[src/rtl/flog_pack.sv]
// flog_pack: packs a fixed-point log2 (unbiased exponent + fraction) into
// a bfloat16 result, handling NaN/-inf/+inf specials on capture.
// Ports:
//   clk, rst (sync, active-low)
//   valid_i, exp_i, frac_i, is_nan_i, is_inf_i, is_zero_i, is_neg_i (request)
//   result_o, valid_o (one-cycle pulse), busy_o (state != IDLE)
module flog_pack #(
    parameter int FRAC_W = 16,
    parameter int INT_W  = 8
) (
    input  logic              clk,
    input  logic              rst,
    input  logic              valid_i,
    input  logic [7:0]        exp_i,
    input  logic [FRAC_W-1:0] frac_i,
    input  logic              is_nan_i,
    input  logic              is_inf_i,
    input  logic              is_zero_i,
    input  logic              is_neg_i,
    output logic [15:0]       result_o,
    output logic              valid_o,
    output logic              busy_o
);

    localparam int WW = INT_W + FRAC_W;
    localparam int CW = $clog2(WW);

    typedef enum logic [1:0] {IDLE, NORM, ROUND, DONE} state_t;

    state_t          r_state;
    state_t          w_next;
    logic [WW-1:0]   r_m;
    logic            r_s;
    logic [CW-1:0]   r_cnt;
    logic [15:0]     r_result;

    logic            w_special;
    logic [15:0]     w_spec_val;
    logic [INT_W-1:0] w_int;
    logic [WW-1:0]   w_w;
    logic [WW-1:0]   w_mag;
    logic            w_mag_zero;

    logic [6:0]      w_mant;
    logic            w_guard;
    logic            w_sticky;
    logic            w_rup;
    logic [7:0]      w_sum;
    logic [7:0]      w_exp;
    logic [7:0]      w_exp_f;

    // Special-case classification, in priority order
    always_comb begin
        w_special  = 1'b0;
        w_spec_val = 16'h0000;
        if (is_nan_i || (is_neg_i && !is_zero_i)) begin
            w_special  = 1'b1;
            w_spec_val = 16'h7FC0;
        end else if (is_zero_i || exp_i == 8'd0) begin
            w_special  = 1'b1;
            w_spec_val = 16'hFF80;
        end else if (is_inf_i || exp_i == 8'd255) begin
            w_special  = 1'b1;
            w_spec_val = 16'h7F80;
        end
    end

    // Signed fixed-point log value and its magnitude
    always_comb begin
        w_int      = exp_i - 8'd127;
        w_w        = {w_int, frac_i};
        w_mag      = w_w[WW-1] ? (~w_w + WW'(1)) : w_w;
        w_mag_zero = (w_mag == '0);
    end

    // Round-to-nearest-even on the normalised magnitude; a carry out of
    // the 7-bit mantissa leaves it zero and bumps the exponent
    always_comb begin
        w_mant   = r_m[WW-2:WW-8];
        w_guard  = r_m[WW-9];
        w_sticky = |r_m[WW-10:0];
        w_rup    = w_guard & (w_sticky | w_mant[0]);
        w_sum    = {1'b0, w_mant} + 8'(w_rup);
        w_exp    = 8'(127 + INT_W - 1) - 8'(r_cnt);
        w_exp_f  = w_exp + 8'(w_sum[7]);
    end

    always_ff @(posedge clk) begin
        if (!rst) begin
            r_state <= IDLE;
        end else begin
            r_state <= w_next;
        end
    end

    always_comb begin
        w_next = r_state;
        unique case (r_state)
            IDLE: begin
                if (valid_i) begin
                    if (w_special || w_mag_zero) begin
                        w_next = DONE;
                    end else begin
                        w_next = NORM;
                    end
                end
            end
            NORM:    w_next = r_m[WW-1] ? ROUND : NORM;
            ROUND:   w_next = DONE;
            DONE:    w_next = IDLE;
            default: w_next = IDLE;
        endcase
    end

    always_comb begin
        valid_o  = (r_state == DONE);
        busy_o   = (r_state != IDLE);
        result_o = r_result;
    end

    always_ff @(posedge clk) begin
        if (!rst) begin
            r_m      <= '0;
            r_s      <= 1'b0;
            r_cnt    <= '0;
            r_result <= 16'h0000;
        end else begin
            unique case (r_state)
                IDLE: begin
                    if (valid_i) begin
                        r_s   <= w_w[WW-1];
                        r_m   <= w_mag;
                        r_cnt <= '0;
                        if (w_special) begin
                            r_result <= w_spec_val;
                        end else if (w_mag_zero) begin
                            r_result <= 16'h0000;
                        end
                    end
                end
                NORM: begin
                    if (!r_m[WW-1]) begin
                        r_m   <= r_m << 1;
                        r_cnt <= r_cnt + CW'(1);
                    end
                end
                ROUND: begin
                    r_result <= {r_s, w_exp_f, w_sum[6:0]};
                end
                default: begin
                end
            endcase
        end
    end

endmodule

[config.mk]
export PLATFORM = sky130hd
export DESIGN_NAME = flog_pack
export DESIGN_NICKNAME = d
export VERILOG_FILES = /design/src/rtl/flog_pack.sv
export SDC_FILE = /design/constraint.sdc
export NUM_CORES = 1
export LEC_CHECK = 0
export CAP_MARGIN = 15
export CORE_MARGIN = 3
export CORE_UTILIZATION = 38
export DETAILED_ROUTE_END_ITERATION = 6
export GPL_TIMING_DRIVEN = 0
export MAX_ROUTING_LAYER = met4
export PLACE_DENSITY = 0.65
export REMOVE_ABC_BUFFERS = 1
export SYNTH_ARGS = -nofsm -noshare
export SYNTH_HDL_FRONTEND = slang
export SYNTH_SLANG_ARGS = --single-unit
[constraint.sdc]
create_clock -name clk -period 4.7 [get_ports clk]
set_clock_uncertainty 0.2 [all_clocks]
set_input_delay 0.94 -clock clk [delete_from_list [all_inputs] [get_ports clk]]
set_output_delay 0.94 -clock clk [all_outputs]
set_load 0.05 [all_outputs]
* Word-level counts from Yosys, hierarchy flattened
Index checks and enable logic that the tools add are counted.
** Word-level totals
- Bits in registers :: 48
- Input bits :: 31
- Output and inout port bits :: 18
** Operators by class
- Add/sub/neg operators :: 6
- Equality and inequality tests :: 7
- Mux-type cells :: 21
- Bitwise logic cells :: 3
- Reduce and logical (&&, ||, !) cells :: 17
** Operator list (count)
- 2-to-1 mux 16 bit :: 5
- 2-to-1 mux 24 bit :: 3
- case mux 24 bit (2 select lines) :: 1
- case mux 16 bit (2 select lines) :: 1
- adder 24 x 1 -> 24 bit (second input constant) :: 1
- zero test 24 bit :: 1
- inverter 24 bit :: 1
- 2-to-1 mux 15 bit :: 1
- OR reduction 15 bit :: 1
- 2-to-1 mux 5 bit :: 2
- case mux 5 bit (2 select lines) :: 1
- adder 7 x 1 -> 8 bit :: 1
- adder 8 x 1 -> 8 bit :: 1
- equality test 8 bit (second input constant) :: 1
- zero test 8 bit :: 1
- case mux 2 bit (4 select lines) :: 1
- subtractor 8 x 5 -> 8 bit (first input constant) :: 1
- subtractor 8 x 7 -> 8 bit (second input constant) :: 1
- 2-to-1 mux 2 bit :: 3
- AND reduction 3 bit :: 2
- nonzero test 2 bit :: 3
- adder 5 x 1 -> 5 bit (second input constant) :: 1
- equality test 2 bit (second input constant) :: 2
- logical OR 1 bit :: 4
- other kinds (10) :: 14

* Logic depth before layout (Yosys ltp)
- Depth in word-level cells :: 9
- Mapped depth :: 12
- Depth with buffers taken out :: 11

* Worst setup path before layout
Ideal clock, no wire load.
- Path kind :: input port to flip-flop
- From :: input frac_i[8]
- To :: register r_result[11], in the netlist result_o[11]
- Arrival time :: 3.486 ns
- Slack :: 0.942 ns
- Stages on the path :: 10
- Cell sequence :: buf_6 > or4_4 > or3_4 > o311ai_0 > xor2_1 > nand4_1 > nor4_2 > a221oi_2 > buf_6 > mux2i_1
** Between the ends
- Cells in the longest elaborated chain, start to end :: 6
** Ends and longest elaborated chain
- start: declaration :: RTL line 15 : input logic [FRAC_W-1:0] frac_i,
- inverter 24 bit :: RTL line 72 : w_mag = w_w[WW-1] ? (~w_w + WW'(1)) : w_w;
- adder 24 x 1 -> 24 bit :: RTL line 72
- 2-to-1 mux 24 bit * :: RTL line 72
- zero test 24 bit * :: RTL line 73 : w_mag_zero = (w_mag == '0);
- inequality test 3 bit (no source line) *
- AND reduction 3 bit (no source line) *
- end signal: assignment :: RTL line 135 : r_result <= w_spec_val;
- end signal: assignment :: RTL line 148 : r_result <= {r_s, w_exp_f, w_sum[6:0]};
- end: declaration :: RTL line 35 : logic [15:0] r_result;
Every way passes the cells marked *; elsewhere a longest branch is shown, timed or not.
A chain may end at the register's enable or synchronous reset.

* Worst setup path in the final report
- From :: input exp_i[0]
- To :: register r_result[3], in the netlist result_o[3]
** Between the ends
- Cells in the longest elaborated chain, start to end :: 8
- Elaborated cells on any way between the ends :: 19
** Ends and longest elaborated chain
- start: declaration :: RTL line 14 : input logic [7:0] exp_i,
- parallel branches: the longest is 8 deep, another holds adder 24 x 1 -> 24 bit
Several ways; the timed one is not identified. The select of a mux whose other input is x is not followed.

==> results_dict.tcl <==
set metrics [dict create \
    vias 3066 \
    finalMaxSlewViolations 0 \
    tightest_slew_ps 905 \
    crit_path_start_kind "primary input" \
    place_ws_ps -359 \
    drive_above_1_share_pct 7.83 \
    cts_inserted_buffers 5 \
    path_class "primary input to flip-flop" \
    cp_num_buf_inv 3 \
    setup_viol 0 \
    layout.nets 485 \
    cts_max_level 2 \
    max_slew_margin_pct 39.6 \
    netlist_area_sq_mm 0.00331 \
    grt_max_degree 56 \
    cts_num_sinks 48 \
    setup_ws_ps 269 \
    drv_cap 0 \
    worstPathArrival_ps 4440 \
    grt_pass1_wl_mm 13.5 \
    ant_nets 0 \
    routed_wl_mm 8.14 \
    grt.total_usage_pct 16.8 \
    synth-main-ff-cell "dfxtp_1" \
    cp_top_family "simple AND/OR/NAND/NOR gates" \
    drt_iter0_drc 141 \
    clockBufferDepth 2 \
    cts_tree "done" \
    powerDensity_mw_per_mm2 290 \
    num_rows 33 \
    dr.pass1.iters 5 \
    crit_required_ps 4710 \
    peakVddDrop_mv 0.119 \
    synth-edff-count 0 \
    antenna_found_initial 0 \
    ctsHoldBuffers 0 \
    io_pins 49 \
    final.period_utilization_pct 94.3 \
    crit_fanout 14 \
    drc 0 \
    rrSetupSlack_ps 1860 \
    rsz0062_at_grt "no" \
    critPathMaxStageDelay_ps 780 \
    grt_overflow_total 0 \
    diodes 0 \
    gp_congestion 0.868 \
    wl_per_cell_um 14.7 \
    yosysSeqAreaShare_pct 29.0 \
    synth_seq_cells 48 \
    syn_to_final_growth_pct 20.6 \
    status "finished, final reports clean" \
    yosysUniqueCellTypes 54 \
    crit_chain "clkdlybuf4s50_1 -> inv_1 -> or4_1 -> and2_1 -> o2111ai_1 -> nand3_1 -> nor4_2 -> a221oi_4 -> buf_12 -> a31o_2" \
    core_area_sq_mm 0.00834 \
    ys.warnings.count 0 \
    avgSynthCellArea_sq_um 7.99 \
    leakagePower_nw 1.45 \
    die_area_sq_mm 0.00986 \
    clkTransAtPathRegs_ps 90 \
    hold_viol 0 \
    clk_latency_ps 310 \
    dp.final_hpwl_mm 6.09 \
    clock.fmax_mhz 226 \
    syn_inst 414 \
    fin_total_pwr_w 0.00116 \
    vias_per_cell 5.55 \
    cts_root_buffer "clkbuf_8" \
    fp.dieW_um 99.3 \
    period_minus_slack_ps 4430 \
    worst_setup_path_end_kind "flip-flop" \
    start_util_pct 39.7 \
    buffer_ports.inserted 48 \
    critPathSlowestCell "or4_1" \
    tns_ps 0 \
    min-delay-path-class "flip-flop to flip-flop" \
    synth-async-reset-ratio_pct 0 \
    grt_pass1_vias 2850 \
    die_h_um 99.3 \
]
## cell type report
cell class | count | area, sq um
fill | 834 | 4350
multi-input combinational | 330 | 2220
sequential | 48 | 961
timing repair buffer | 52 | 522
tap | 105 | 131
clock buffer | 6 | 82.6
clock inverter | 2 | 38.8
inverter | 9 | 33.8
## state kept, by name (all words and copies together), names as in the netlist
signal and cells:
result_o 16, r_cnt 5, r_s 1, r_m 24
r_state 2
## worst min-delay path: stages (launching register included)
cell	delay (ps)
dfxtp_1	320
nand2_1	50
mux2i_1	50
## layer usage
metal	GRT usage [%]	vias up	share of wire [%]	wire length (um)
met5	-	-	0	0
met4	5.04	0	1.5	119
met3	2.24	9	4.1	333
met2	26.1	69	47	3840
met1	22.9	1424	47	3840
li1	-	1564	-	-
## Yosys cell counts, types with 3 or more instances
| cell | count | area share, % |
|---|---|---|
| a22oi_1 | 21 | 4.8 |
| mux2i_1 | 11 | 3.3 |
| buf_2 | 5 | 0.76 |
| a21o_1 | 3 | 0.68 |
| nand2b_1 | 5 | 0.95 |
| ha_1 | 8 | 3.0 |
| or3_1 | 3 | 0.57 |
| o21ai_0 | 30 | 4.5 |
| nor3_1 | 5 | 0.76 |
| or4_1 | 4 | 0.91 |
| dfxtp_1 | 48 | 29 |
| and3_1 | 3 | 0.57 |
| clkbuf_1 | 20 | 2.3 |
| a21boi_0 | 3 | 0.68 |
| nand2_1 | 51 | 5.8 |
| nor2b_1 | 8 | 1.5 |
| o211ai_1 | 9 | 2.0 |
| nor4b_1 | 3 | 0.79 |
| xor2_1 | 26 | 6.9 |
| nor4_1 | 5 | 0.95 |
| a311oi_1 | 3 | 0.79 |
| nand4_1 | 8 | 1.5 |
| a31o_2 | 7 | 1.9 |
| a211oi_1 | 3 | 0.68 |
| xnor2_1 | 12 | 3.2 |
| a21oi_1 | 8 | 1.2 |
| nor4_2 | 3 | 1.1 |
| and2_1 | 24 | 4.5 |
| o311ai_0 | 4 | 1.1 |
| nand3_1 | 13 | 2.0 |
| inv_1 | 9 | 1.0 |
| nor2_1 | 21 | 2.4 |
## path summary, 6_finish.rpt
path,depth (start not counted),startpoint,to
max,10,exp_i[0],result_o[3]
max reg2reg,6,r_state[0],r_m[9]
min reg2reg,2,result_o[10],result_o[10]
min,2,result_o[10],result_o[10]
## timing repair
action | in CTS | in global routing
setup buffers | 0 | 2
gates resized for setup | 1 | 2
endpoints found under the setup margin | 8 | 8
pin swaps | 0 | 1
## metrics by stage
step | utilization (%) | area (sq um) | std cells | hold WS [ps]
6_report | 47.8 | 3990 | 552 | 261
5_1_grt | 47.8 | 3990 | 552 | 287
4_1_cts | 47.3 | 3950 | 550 | 268
3_5_place_dp | 45.8 | 3820 | 542 | 253
3_3_place_gp | 45.5 | 3800 | 540 | 245
2_1_floorplan | - | 3190 | 387 | 255
## logic make-up (layout without fill, tap and decap cells)
| family | Yosys count | in the layout | synth area share, % |
|---|---|---|---|
| mux | 12 | 12 | 3.67 |
| flops | 48 | 48 | 29.0 |
| fa+ha+maj | 8 | 8 | 3.03 |
| xor+xnor | 38 | 38 | 10.1 |
| compound gates | 105 | 105 | 22.3 |
| buf+inv | 36 | 69 | 4.73 |
| simple gates | 167 | 167 | 27.2 |
## layout by cell type (no fill, tap or decap), drive strengths merged, types with 7 or more instances in the layout
cell type      synthesis  final
nor2                  21     21
clkdlybuf4s50          0     47
a31o                   7      7
nor2b                  8      8
mux2i                 11     11
nand4                  8      8
xor2                  26     26
nand3                 13     13
and2                  24     24
xnor2                 12     12
o21ai                 31     31
ha                     8      8
inv                    9      9
a22oi                 21     21
nand2                 51     51
dfxtp                 48     48
a21oi                  8      8
nor4                   8      8
o211ai                 9      9
## report_power, final
| part | switching, W | internal [W] |
|---|---|---|
| registers | 0.0000330 | 0.000446 |
| clock network | 0.000146 | 0.000174 |
| logic | 0.000213 | 0.000148 |
Note: power is estimated with default switching activity, not from simulation.
